===== config.mk =====
export PLATFORM = sky130hd
export DESIGN_NAME = multi_debouncer
export DESIGN_NICKNAME = d
export VERILOG_FILES = /design/src/rtl/debounce_pkg.sv /design/src/rtl/debounce_channel.sv /design/src/rtl/multi_debouncer.sv
export SDC_FILE = /design/constraint.sdc
export NUM_CORES = 1
export LEC_CHECK = 0
export BUFFER_PORTS_ARGS = -buffer_cell sky130_fd_sc_hd__buf_4
export CORE_MARGIN = 5
export CORE_UTILIZATION = 35
export DETAILED_ROUTE_END_ITERATION = 10
export SLEW_MARGIN = 20
export SYNTH_ARGS = -nofsm -noshare
export SYNTH_HDL_FRONTEND = slang
export SYNTH_SLANG_ARGS = --single-unit

===== constraint.sdc =====
create_clock -name clk -period 4.3 [get_ports clk]
set_input_delay 0.215 -clock clk [delete_from_list [all_inputs] [get_ports clk]]
set_output_delay 0.215 -clock clk [all_outputs]
set_load 0.02 [all_outputs]

===== src/rtl/debounce_pkg.sv =====
// -----------------------------------------------------------------------------
// debounce_pkg
// Shared defaults and counter-sizing helper for the front-panel / sensor
// input debouncers (debounce_channel, multi_debouncer).
// -----------------------------------------------------------------------------
package debounce_pkg;

   localparam int DEFAULT_SYNC_STAGES   = 2;
   localparam int DEFAULT_STABLE_CYCLES = 16;
   localparam int DEFAULT_HOLD_CYCLES   = 1000;

   // Width of a counter that must be able to hold the value maxCount.
   // clog2(n)+1 bits always covers n itself, so no counter can wrap.
   function automatic int cntWidth(input int maxCount);
      return (maxCount < 1) ? 1 : $clog2(maxCount) + 1;
   endfunction

endpackage


===== src/rtl/debounce_channel.sv =====
// -----------------------------------------------------------------------------
// debounce_channel
// One debounced input: synchroniser, stability filter, registered press /
// release pulses and a one-shot long-press pulse.
//
// Ports:
//   clk        system clock, rising edge
//   rst_n      asynchronous active-low reset
//   inButton   raw asynchronous input (polarity set by ACTIVE_LOW)
//   outButton  debounced level, 1 = pressed
//   risePulse  one cycle, coincident with outButton going 0->1
//   fallPulse  one cycle, coincident with outButton going 1->0
//   holdPulse  one cycle, HOLD_CYCLES edges after the rise, once per press
// -----------------------------------------------------------------------------
module debounce_channel
   import debounce_pkg::*;
#(
   parameter int SYNC_STAGES   = DEFAULT_SYNC_STAGES,
   parameter int STABLE_CYCLES = DEFAULT_STABLE_CYCLES,
   parameter int HOLD_CYCLES   = DEFAULT_HOLD_CYCLES,
   parameter int ACTIVE_LOW    = 0
) (
   input  logic clk,
   input  logic rst_n,
   input  logic inButton,
   output logic outButton,
   output logic risePulse,
   output logic fallPulse,
   output logic holdPulse
);

   localparam logic IDLE_LEVEL = (ACTIVE_LOW != 0);
   localparam int   STAB_W     = cntWidth(STABLE_CYCLES);
   localparam logic [STAB_W-1:0] STAB_LAST = STAB_W'(STABLE_CYCLES - 1);

   logic [SYNC_STAGES-1:0] syncReg;
   logic                   syncIn;
   logic [STAB_W-1:0]      stabCnt;

   // The raw level is synchronised first and inverted afterwards, so the
   // flops sit at the electrically idle level while in reset and no spurious
   // press is seen on release.
   // NOTE: every register here uses non-blocking assignments so all flops
   // sample the pre-edge values; blocking would collapse the sync chain.
   always_ff @(posedge clk or negedge rst_n) begin
      if (!rst_n) begin
         syncReg <= {SYNC_STAGES{IDLE_LEVEL}};
      end else begin
         syncReg <= {syncReg[SYNC_STAGES-2:0], inButton};
      end
   end

   assign syncIn = syncReg[SYNC_STAGES-1] ^ IDLE_LEVEL;

   // Stability filter: the output only follows syncIn after STABLE_CYCLES
   // consecutive disagreeing edges; any agreement restarts the run.
   always_ff @(posedge clk or negedge rst_n) begin
      if (!rst_n) begin
         stabCnt   <= '0;
         outButton <= 1'b0;
         risePulse <= 1'b0;
         fallPulse <= 1'b0;
      end else begin
         risePulse <= 1'b0;
         fallPulse <= 1'b0;
         if (syncIn == outButton) begin
            stabCnt <= '0;
         end else if (stabCnt == STAB_LAST) begin
            stabCnt   <= '0;
            outButton <= syncIn;
            risePulse <= syncIn;
            fallPulse <= ~syncIn;
         end else begin
            stabCnt <= stabCnt + 1'b1;
         end
      end
   end

   if (HOLD_CYCLES > 0) begin : gHold
      localparam int HOLD_W = cntWidth(HOLD_CYCLES);
      localparam logic [HOLD_W-1:0] HOLD_LAST = HOLD_W'(HOLD_CYCLES - 1);

      logic [HOLD_W-1:0] holdCnt;
      logic              fired;

      // The counter freezes once fired is set, so it saturates at
      // HOLD_CYCLES and the pulse cannot repeat within one press.
      always_ff @(posedge clk or negedge rst_n) begin
         if (!rst_n) begin
            holdCnt   <= '0;
            fired     <= 1'b0;
            holdPulse <= 1'b0;
         end else begin
            holdPulse <= 1'b0;
            if (!outButton) begin
               holdCnt <= '0;
               fired   <= 1'b0;
            end else if (!fired) begin
               holdCnt <= holdCnt + 1'b1;
               if (holdCnt == HOLD_LAST) begin
                  holdPulse <= 1'b1;
                  fired     <= 1'b1;
               end
            end
         end
      end
   end else begin : gNoHold
      assign holdPulse = 1'b0;
   end

endmodule


===== src/rtl/multi_debouncer.sv =====
// -----------------------------------------------------------------------------
// multi_debouncer
// CHANNELS independent debouncers for parking front-panel buttons and
// barrier limit switches. Outputs are always active-high.
//
// Ports:
//   clk         system clock, rising edge
//   rst_n       asynchronous active-low reset
//   inButtons   [CHANNELS] raw asynchronous inputs
//   outButtons  [CHANNELS] debounced levels, 1 = pressed
//   risePulse   [CHANNELS] one-cycle press pulses
//   fallPulse   [CHANNELS] one-cycle release pulses
//   holdPulse   [CHANNELS] one-cycle long-press pulses (0 if HOLD_CYCLES=0)
// -----------------------------------------------------------------------------
module multi_debouncer
   import debounce_pkg::*;
#(
   parameter int CHANNELS      = 4,
   parameter int SYNC_STAGES   = DEFAULT_SYNC_STAGES,
   parameter int STABLE_CYCLES = DEFAULT_STABLE_CYCLES,
   parameter int HOLD_CYCLES   = DEFAULT_HOLD_CYCLES,
   parameter int ACTIVE_LOW    = 0
) (
   input  logic                clk,
   input  logic                rst_n,
   input  logic [CHANNELS-1:0] inButtons,
   output logic [CHANNELS-1:0] outButtons,
   output logic [CHANNELS-1:0] risePulse,
   output logic [CHANNELS-1:0] fallPulse,
   output logic [CHANNELS-1:0] holdPulse
);

   if (CHANNELS < 1) begin : gBadChannels
      $error("multi_debouncer: CHANNELS must be >= 1");
   end
   if (SYNC_STAGES < 2) begin : gBadSync
      $error("multi_debouncer: SYNC_STAGES must be >= 2");
   end
   if (STABLE_CYCLES < 1) begin : gBadStable
      $error("multi_debouncer: STABLE_CYCLES must be >= 1");
   end

   for (genvar i = 0; i < CHANNELS; i++) begin : gChan
      debounce_channel #(
         .SYNC_STAGES  (SYNC_STAGES),
         .STABLE_CYCLES(STABLE_CYCLES),
         .HOLD_CYCLES  (HOLD_CYCLES),
         .ACTIVE_LOW   (ACTIVE_LOW)
      ) uChan (
         .clk      (clk),
         .rst_n    (rst_n),
         .inButton (inButtons[i]),
         .outButton(outButtons[i]),
         .risePulse(risePulse[i]),
         .fallPulse(fallPulse[i]),
         .holdPulse(holdPulse[i])
      );
   end

endmodule

# Word level (Yosys, flattened, before mapping)
# Cells that the tools add are included.
# word_totals
memories,0
elab_cells,120
ramBits,0
output_inout_bits,16
register_bits,92
rom_bits,0
latch_bits,0
# classes
reduce_logical,4
bitwise_logic,8
n_addsub,8
div,0
shifts,0
multipliers,0
eq_ne,16
magnitude_cmp,0
n_mux,52
# op_table
cell,count
11-bit 2-to-1 mux,8
11-bit by 1-bit adder with 11-bit output (second input constant),4
11-bit by 10-bit equality test with 1-bit output (second input constant),4
5-bit 2-to-1 mux,8
1-bit 2-to-1 mux,36
5-bit by 1-bit adder with 5-bit output (second input constant),4
5-bit by 4-bit equality test with 1-bit output (second input constant),4
2-bit inequality test (second input constant),4
1-bit NOT,8
2-bit AND reduction,4
1-bit equality test,4

# Depth between registers and ports, before layout
# Gate-level depths: netlist of run 1.
# depth
word_depth,4
depth_mapped,5
ltp_nobuf,4

# Hierarchy
# A second synthesis of run 1 with hierarchy kept.
# unflattened
hier_cells,368
area_unflattened_um2,4053.9
# modules_own_cells
module,cells_each,instances,area_per_inst_um2,seq_area_each_um2
debounce_channel,92,4,1013.5,575.6

# Worst setup path after synthesis of run 1
# No wires, ideal clock.
# synth_path
path_type,register to register
startpoint,register gChan[3].uChan.gHold.fired
endpoint,register gChan[3].uChan.gHold.holdCnt[6]
setup_time_ns,0.078
n_path_buf,2
path_slack_ns,2.867
arrival_time_ns,1.355
path_stages_with_launch,6
period_less_slack_ns,1.433
path_cell_list,dfrtp_1 > buf_6 > and2_4 > buf_6 > or4_1 > a21oi_1
# synth_via
elab_chain_cells,1
# synth_rtl
element,line_no,text
from (decl),debounce_channel.sv:84,logic fired;
from (signal assigned),debounce_channel.sv:91,fired <= 1'b0;
from (signal assigned),debounce_channel.sv:97,fired <= 1'b0;
from (signal assigned),debounce_channel.sv:102,fired <= 1'b1;
2-bit inequality test (no source line),n/a,
to (signal assigned),debounce_channel.sv:99,holdCnt <= holdCnt + 1'b1;
to (decl),debounce_channel.sv:83,logic [HOLD_W-1:0] holdCnt;
# No other way between the ends.
# A chain may end at the register's enable or synchronous reset.

# Final worst setup path of run 1
# layout_path
startpoint,register gChan[3].uChan.outButton
endpoint,register gChan[3].uChan.holdPulse
# layout_via
elab_chain_cells,1
# layout_rtl
element,line_no,text
from (decl),debounce_channel.sv:26,"output logic outButton,"
from (signal assigned),debounce_channel.sv:70,outButton <= syncIn;
1-bit 2-to-1 mux,debounce_channel.sv:95,if (!outButton) begin
to (signal assigned),debounce_channel.sv:92,holdPulse <= 1'b0;
to (signal assigned),debounce_channel.sv:94,holdPulse <= 1'b0;
to (signal assigned),debounce_channel.sv:101,holdPulse <= 1'b1;
to (decl),debounce_channel.sv:29,output logic holdPulse
# No other way between the ends.

==> key figures, run 1 <==
STA
  – Final number of hold-violating endpoints: 0
  – Worst slew margin: 0.6099
  – Final TNS setup: 0 ps
  – Slew Limit Fails: 0
  – Setup violators final: 0
  – RSZ-0062 raised after global routing: no
  – Fin Clk Skew: 5.372 ps
  – Fmax: 620.6 MHz
  – Period Utilization, post-route: 0.3747
  – Worst Tran Pin Value: 585.2 ps
  – Min Clock Period, post-route: 1611 ps

Pwr
  – PwrDens: 387.8 nW/um^2
  – Peak supply drop: 0.1877 mV
  – Static Leak: 0.002135 uW
  – Internal power consumption: 1494 uW
  – Clock power frac: 0.495
  – Sw Ratio: 0.1895
  – Seq pwr share: 0.482
  – Psw: 349.3 uW
  – Gate power share: 0.023

Clocking
  – CTS tree: built
  – CTS sink count: 92
  – CTS Root Cell: clkbuf_16
  – Skew-Pair Late Insertion Delay: 330 ps
  – Inserted Clock Buffers: 9
  – H-tree lvl count: 3
  – Max clock buf depth: 2
  – CTS clk-pin slew, worst paths: 60 ps

Finish
  – Cell area after layout: 4752 um^2
  – Area delta synth->final: 13.64%
  – Fillers: 1117
  – Share of cells above drive strength 1: 0.1142
  – Layout Cells excl Fill: 541
  – Nets: 403
  – Antenna Cells: 0

Floorplanning
  – Die Ht: 119.3 um
  – Total die area: 14230 um^2
  – Row count: 40
  – Starting Density: 0.3525
  – DIE WIDTH: 119.3 um
  – Core Region: 11860 um^2
  – Io pins: 22

Global route
  – First-pass GRT wire length: 11.96 mm
  – Vias in the first global route: 2620
  – GRT Total Usage: 0.1028
  – Largest net degree at the start of global routing: 50
  – Overflow after GRT: 0
  – Antenna violations before repair: 0

Logic synthesis
  – Netlist cell types: 39
  – Top_reg_cell synth: dfrtp_1
  – Synth Instances: 378
  – Top post-synthesis cells by area: dfrtp_1 55%, xor2_1 4.6%, mux2i_1 2.9%, buf_4 2.9%, nor2_1 2.7%
  – Top cell type's share of synthesized area: 0.5506
  – Post-Syn Area: 4182 um^2
  – Seq cells post-synth: 92
  – Synth warnings: 0
  – Commonest cells in the netlist: 92 x dfrtp_1, 30 x nor2_1, 28 x nand2_1
  – Most numerous cell in the Yosys netlist: dfrtp_1
  – Post-synthesis net count: 392
  – Post-synth ARST share: 1.000
  – Cell taking the most area after synthesis: dfrtp_1
  – Sequential share of the synthesized area: 0.5506
  – EDFF count, synth: 0
  – Syn_area_per_cell: 11.06 um^2

Worst setup path
  – CP startpoint kind: flop
  – Slowest CP cell: dfrtp_1
  – CP top delay family: simple AND/OR/NAND/NOR gates
  – R2R Setup Slk: 2690 ps
  – Reg2Reg Depth: 3
  – Crit-path max FO: 15
  – Worst EP arrival: 1880 ps
  – Crit Reg-Reg Endpoint: gChan[3].uChan.holdPulse
  – Worst path bufs/invs: 0
  – Critical path endpoint category: flop
  – Crit-path cells: or4b_1, or3_1, nor2_1
  – Worst R2R Start: gChan[3].uChan.outButton
  – Worst EP required: 4570 ps
  – Worst path max stage delay: 600 ps
  – WS Path Type: reg -> reg

Route
  – Via count: 2718
  – WL/cell: 13.01 um
  – DRC: 0
  – Antenna-violating nets left: 0
  – Vias per cell: 5.024
  – 1st-pass router iterations: 4
  – Post-Route WL: 7.036 mm
  – Starting DRT DRC Count: 198

Job
  – Max-cap viol count: 0

Place
  – Placed instance count: 520
  – # port buffers: 21
  – Dpl cell area: 4350 um^2
  – GPL Wtd Cong: 0.7951
  – Detailed Place HPWL: 4.671 mm

Min path
  – Hold crit path type: reg -> reg
  – Hold path depth: 0
  – Hold Startpoint: gChan[0].uChan.syncReg[0]
  – Hold Path End: gChan[0].uChan.syncReg[1]

Run status
  – Outcome: finished, final reports clean
-- worst register-to-register path, delay by kind of cell (launching register included) --
family           cells  cell delay (ps)
flip-flops           1              600
AND/OR/NAND/NOR      3              940
-- metrics by stage --
stage                       util  setup WS, ps  power (uW)  hold slack, ps
after floorplan                -          2867       918.4          -80.59
after detailed placement  0.3668          2682       945.5           244.2
after global placement    0.3668          2726       943.9           242.4
after global routing      0.4006          2560        1906           352.1
after CTS                 0.4006          2679        1866           349.8
final                     0.4006          2689        1843           350.1
-- cell usage in the layout, fill, tap and decap left out, drive strengths merged, types with 2 or more instances in the layout --
cell and instances:
nand3 12, mux2i 12, nand3b 2, nand4 12, or4 10, dlygate4sd3 5, buf 22, xnor2 4
o311ai 2, or3 9, and4 2, and3 4, ha 8, nand2 28, o31ai 12, xor2 22
nor4 3, nor2b 3, nor2 30, a21oi 16, o21ai 6, and2 11, clkbuf 12, nor3b 4
nor4b 3, dfrtp 92, nand4b 10, bufinv 3, inv 6, nand2b 12, mux2 4, nor3 5
a31oi 4
-- layer usage --
| layer | wire length (um) | track usage | share of wire |
|---|---|---|---|
| met5 | 0 | 0 | 0 |
| met4 | 208 | 0.06156 | 0.030 |
| met3 | 154 | 0.01899 | 0.022 |
| met1 | 3364 | 0.1312 | 0.48 |
| met2 | 3309 | 0.1625 | 0.47 |
-- how the worst max path moves through the flow --
stage,from,to,cells after the start
6_report,gChan[3].uChan.outButton,gChan[3].uChan.holdPulse,3
5_1_grt,gChan[3].uChan.outButton,gChan[3].uChan.holdPulse,3
4_1_cts,gChan[3].uChan.outButton,gChan[3].uChan.holdPulse,3
3_5_place_dp,gChan[3].uChan.outButton,gChan[3].uChan.holdPulse,3
3_3_place_gp,gChan[3].uChan.outButton,gChan[3].uChan.holdPulse,3
2_1_floorplan,gChan[3].uChan.gHold.fired,gChan[3].uChan.gHold.holdCnt[6],5
-- power groups by stage --
stage | combinational [uW] | clock (uW) | sequential, uW
global placement | 39.8 | 0 | 904
finish | 42.6 | 912 | 889
global route | 50.0 | 966 | 890
CTS | 44.8 | 933 | 889
detailed placement | 41.0 | 0 | 905
floorplan | 15.9 | 0 | 902
-- cell families (layout without fill, tap and decap cells) --
kind of cell	count (synthesis)	in the layout	synth area share
muxes	16	16	0.03950
xor gates and xnor gates	26	26	0.05446
buffers and inverters	33	49	0.04847
AOI/OAI and AO/OA	40	40	0.05805
DFF	92	92	0.5506
and+or+nand+nor	163	163	0.2250
adders and majority gates	8	8	0.02394
-- cell type report --
class                   count  area, um^2  share of cell area
multi-input cells         253        1677              0.3528
inverters                   6       22.52            0.004739
clock buffers              12       256.5             0.05398
repair buffers             27       215.2             0.04529
well taps                 147       183.9             0.03870
clock inverters             4       95.09             0.02001
flip-flops and latches     92        2302              0.4845
-- state kept, by name (all words and copies together), names as in the netlist --
register and flops:
gChan.uChan.fallPulse 4, gChan.uChan.gHold.holdCnt 44, gChan.uChan.syncReg 8, gChan.uChan.outButton 4, gChan.uChan.risePulse 4, gChan.uChan.stabCnt 20, gChan.uChan.holdPulse 4, gChan.uChan.gHold.fired 4
-- what timing repair did --
item                                   in CTS  in global routing
endpoints found under the hold margin      47                  0
buffers inserted                            0                  0
resized for setup                           0                  0
hold buffers                                5                  0
setup endpoints to repair                   0                  0
Power figures use the tool's default switching activity.
==> run 2: changes to the inputs <==
Clock period 4.3 ns to 1.6 ns, I/O delays scaled along.
==> key figures, run 2 (synthesis gave the netlist of run 1 again) <==
Worst setup path
  – Worst EP arrival: 1790 ps
  – CP startpoint kind: flop
  – Reg2Reg Depth: 4
  – Worst R2R Start: gChan[1].uChan.gHold.holdCnt[1]
  – Worst path max stage delay: 460 ps
  – Worst path bufs/invs: 0
  – WS Path Type: reg -> reg
  – Slowest CP cell: or4_1
  – Critical path depth in cells: 4
  – CP Launch Point: gChan[1].uChan.gHold.holdCnt[1]
  – R2R Setup Slk: 70 ps
  – Crit-path cells: ha_1, nand4_1, or4_1, a21oi_1
  – Crit Reg-Reg Endpoint: gChan[1].uChan.gHold.holdCnt[6]
  – Critical path endpoint category: flop
  – Setup crit end: gChan[1].uChan.gHold.holdCnt[6]
  – Crit-path max FO: 5
  – Worst EP required: 1860 ps
  – CP top delay family: simple AND/OR/NAND/NOR gates

Route
  – 1st-pass router iterations: 4
  – Vias per cell: 5.013
  – Starting DRT DRC Count: 198
  – DRC: 0
  – Post-Route WL: 7.097 mm
  – Via count: 2757
  – WL/cell: 12.90 um
  – Antenna-violating nets left: 0

Place
  – Detailed Place HPWL: 4.925 mm
  – Dpl cell area: 4428 um^2
  – GPL Wtd Cong: 0.7847
  – # port buffers: 21
  – Worst slack at placement: 63.25 ps
  – Placed instance count: 527

Floorplanning
  – Starting Density: 0.3525
  – Io pins: 22
  – DIE WIDTH: 119.3 um
  – Die Ht: 119.3 um
  – Total die area: 14230 um^2
  – Row count: 40
  – Core Region: 11860 um^2

Clocking
  – CTS tree: built
  – CTS sink count: 92
  – CTS clk-pin slew, worst paths: 60 ps
  – Max clock buf depth: 2
  – Inserted Clock Buffers: 9
  – CTS Root Cell: clkbuf_16
  – H-tree lvl count: 3
  – Skew-Pair Late Insertion Delay: 340 ps

Finish
  – Antenna Cells: 0
  – Max reg flops: 44
  – Nets: 414
  – Most frequent cells in the layout: 91 x dfrtp_1, 31 x buf_4, 30 x nor2_1
  – Area delta synth->final: 14.93%
  – Biggest register: gChan.uChan.gHold.holdCnt
  – Share of cells above drive strength 1: 0.1390
  – Largest registers: gChan.uChan.gHold.holdCnt: 44 flops, gChan.uChan.stabCnt: 20 flops, gChan.uChan.syncReg: 8 flops
  – Layout Cells excl Fill: 550
  – Cell area after layout: 4806 um^2
  – Leading cell type in the layout, fill and taps excluded: dfrtp_1

Pwr
  – Static Leak: 0.002167 uW
  – PwrDens: 956.6 nW/um^2
  – Tot Pwr: 4597 uW
  – Peak supply drop: 0.5180 mV

STA
  – Worst setup margin: 69.67 ps
  – Slew Limit Fails: 0
  – Worst hold margin: 212.8 ps
  – Period Utilization, post-route: 0.9565
  – Worst Tran Pin Value: 458.1 ps
  – Fmax: 653.5 MHz
  – Final number of hold-violating endpoints: 0
  – Worst slew margin: 0.6946
  – Min Clock Period, post-route: 1530 ps
  – Fin Clk Skew: 5.201 ps
  – Setup violators final: 0

Run status
  – Outcome: finished, final reports clean

Min path
  – Hold crit path type: in -> async

Global route
  – Vias in the first global route: 2836
  – GRT Total Usage: 0.1086
  – Largest net degree at the start of global routing: 30
  – First-pass GRT wire length: 12.93 mm
  – Overflow after GRT: 0
  – Antenna violations before repair: 0

Job
  – Max-cap viol count: 0
-- run 2: how the worst min path moves through the flow --
stage,start,to,slack [ps],cells after the start
2_1_floorplan,rst_n,gChan[0].uChan.fallPulse,-220,0
3_3_place_gp,rst_n,gChan[0].uChan.stabCnt[2],40,1
3_5_place_dp,rst_n,gChan[0].uChan.stabCnt[2],40,1
4_1_cts,rst_n,gChan[0].uChan.stabCnt[2],220,2
5_1_grt,rst_n,gChan[0].uChan.stabCnt[2],250,2
6_report,rst_n,gChan[0].uChan.syncReg[1],210,2
-- run 2: worst reg2reg max path, stage by stage (launching register included) --
cell and delay [ps]:
dfrtp_1 410, ha_1 220, nand4_1 210, or4_1 460, a21oi_1 160
-- run 2: timing repair --
action                     4_1_cts  5_1_grt
hold buffers                     5        0
setup buffers                    0        4
gates resized for setup          0        2
hold endpoints to repair        30        0
setup endpoints to repair        0        5
-- run 2: cell type report --
| cell class | count | area, um^2 |
|---|---|---|
| timing repair buffer | 38 | 322.8 |
| clock buffer | 12 | 256.5 |
| inverter | 6 | 22.52 |
| tap | 147 | 183.9 |
| multi-input combinational | 253 | 1682 |
| clock inverter | 2 | 35.03 |
| fill | 1124 | 7056 |
| sequential | 92 | 2303 |
-- run 2: report_power, final --
group | switching [uW] | internal [uW]
Sequential | 26.2 | 2360
Clock | 808 | 1280
Combinational | 72.9 | 53.3
Total | 907 | 3690
-- run 2: metal layers --
metal | part of all wire | global-route usage
met4 | 0.019 | 0.04295
met2 | 0.47 | 0.1738
met1 | 0.47 | 0.1388
met5 | 0 | 0
met3 | 0.036 | 0.03134
-- run 2: stage by stage --
step / util / setup TNS [ps]
after floorplan: - / 0
after global placement: 0.3733 / 0
after detailed placement: 0.3733 / 0
after CTS: 0.4021 / 0
after global routing: 0.4052 / -12.01
final: 0.4052 / 0
==> run 3: changes to the inputs <==
Clock period 1.6 ns to 1.85 ns, I/O delays scaled along.
==> key figures, run 3 (synthesis gave the netlist of run 1 again) <==
Worst setup path
  – Worst path max stage delay: 480 ps
  – Slowest CP cell: or4_1
  – CP top delay family: simple AND/OR/NAND/NOR gates
  – Worst path bufs/invs: 0
  – Crit-path cells: ha_1, nand4_1, or4_1, a21oi_1
  – Crit-path max FO: 5
  – WS Path Type: reg -> reg
  – Worst EP required: 2110 ps
  – Worst EP arrival: 1820 ps
  – Critical path endpoint category: flop
  – CP startpoint kind: flop

Finish
  – Largest registers: gChan.uChan.gHold.holdCnt: 44 flops, gChan.uChan.stabCnt: 20 flops, gChan.uChan.syncReg: 8 flops
  – Share of cells above drive strength 1: 0.1159
  – Cell area after layout: 4746 um^2
  – Area delta synth->final: 13.49%
  – Final core utilization: 0.4001
  – Most frequent cells in the layout: 92 x dfrtp_1, 30 x nor2_1, 28 x nand2_1
  – Fillers: 1103
  – Biggest register: gChan.uChan.gHold.holdCnt
  – Max reg flops: 44
  – Nets: 406
  – Leading cell type in the layout, fill and taps excluded: dfrtp_1
  – Antenna Cells: 0

Clocking
  – CTS clk-pin slew, worst paths: 60 ps
  – Skew-Pair Late Insertion Delay: 340 ps
  – CTS sink count: 92
  – H-tree lvl count: 3
  – Max clock buf depth: 2
  – Inserted Clock Buffers: 9
  – Postcts setup bufs: 0
  – CTS tree: built
  – CTS Root Cell: clkbuf_16

Run status
  – Outcome: finished, final reports clean

Route
  – Post-Route WL: 7.127 mm
  – Via count: 2770
  – Starting DRT DRC Count: 261
  – WL/cell: 13.10 um
  – DRC: 0
  – 1st-pass router iterations: 4
  – Vias per cell: 5.092
  – Antenna-violating nets left: 0

Pwr
  – Sw Ratio: 0.2008
  – Clock power frac: 0.470
  – Peak supply drop: 0.4195 mV
  – Seq pwr share: 0.505
  – Gate power share: 0.025
  – Psw: 821.1 uW
  – PwrDens: 861.6 nW/um^2
  – Static Leak: 0.002134 uW
  – Internal power consumption: 3268 uW

STA
  – RSZ-0062 raised after global routing: no
  – Final number of hold-violating endpoints: 0
  – Min Clock Period, post-route: 1563 ps
  – Setup violators final: 0
  – Worst Tran Pin Value: 486.4 ps
  – Fmax: 639.7 MHz
  – Worst slew margin: 0.6758
  – Slew Limit Fails: 0
  – Period Utilization, post-route: 0.8449
  – Fin Clk Skew: 5.964 ps
  – Worst setup margin: 286.9 ps
  – Final TNS setup: 0 ps
  – Worst hold margin: 319.5 ps

Floorplanning
  – Io pins: 22
  – Die Ht: 119.3 um
  – Row count: 40
  – DIE WIDTH: 119.3 um
  – Starting Density: 0.3525
  – Total die area: 14230 um^2
  – Core Region: 11860 um^2

Global route
  – Largest net degree at the start of global routing: 93
  – First-pass GRT wire length: 12.73 mm
  – Vias in the first global route: 2750
  – Antenna violations before repair: 0
  – Overflow after GRT: 0
  – GRT Total Usage: 0.1086

Place
  – Dpl cell area: 4385 um^2
  – Detailed Place HPWL: 4.676 mm
  – Worst slack at placement: 305.3 ps
  – GPL Wtd Cong: 0.7805
  – # port buffers: 21

Job
  – Max-cap viol count: 0

Min path
  – Hold crit path type: in -> async
==> run 3: layout make-up <==
cell class,count,area (um^2),area share
inverter,6,22.52,0.004746
tap,147,183.9,0.03876
clock buffer,12,236.5,0.04983
multi-input combinational,253,1677,0.3533
timing repair buffer,30,250.2,0.05273
clock inverter,4,73.82,0.01555
sequential,92,2302,0.4851
==> run 3: power by group through the flow <==
stage / registers [uW] / clock network (uW) / logic (uW)
floorplan: 2100 / 0 / 37.0
global placement: 2100 / 0 / 96.2
detailed placement: 2100 / 0 / 97.4
CTS: 2060 / 2000 / 106
global route: 2070 / 2080 / 122
finish: 2060 / 1920 / 100
==> run 3: worst register-to-register path, stage by stage (launching register included) <==
cell	delay [ps]
dfrtp_1	420
ha_1	230
nand4_1	200
or4_1	480
a21oi_1	170
==> run 3: per-layer routing <==
layer  vias to the layer above  wire length, um  track usage
li1                       1353                -            -
met1                      1380             3324       0.1367
met2                        30             3458       0.1734
met3                         7              233      0.03324
met4                         0              110      0.04581
met5                         -                0            0
==> run 3: final timing paths <==
| path | start | end | slack, ps | cells past startpoint |
|---|---|---|---|---|
| max | gChan[1].uChan.gHold.holdCnt[0] | gChan[1].uChan.gHold.holdCnt[6] | 290 | 4 |
| min | rst_n | gChan[0].uChan.stabCnt[4] | 320 | 3 |
| max reg2reg | gChan[1].uChan.gHold.holdCnt[0] | gChan[1].uChan.gHold.holdCnt[6] | 290 | 4 |
| min reg2reg | gChan[2].uChan.syncReg[0] | gChan[2].uChan.syncReg[1] | 350 | 0 |
| max in group asynchronous | rst_n | gChan[2].uChan.stabCnt[3] | 1140 | 3 |
| min in group clk | gChan[2].uChan.syncReg[0] | gChan[2].uChan.syncReg[1] | 350 | 0 |
==> run 3: stage by stage <==
stage                     instances  power [uW]
after floorplan                 378        2135
after global placement          523        2197
after detailed placement        523        2199
after CTS                       544        4167
after global routing            544        4268
final                           544        4089
==> run 3: timing repair <==
action                     4_1_cts  5_1_grt
resized for setup                0        0
hold buffers                     5        0
setup endpoints to repair        0        0
hold endpoints to repair        96        0
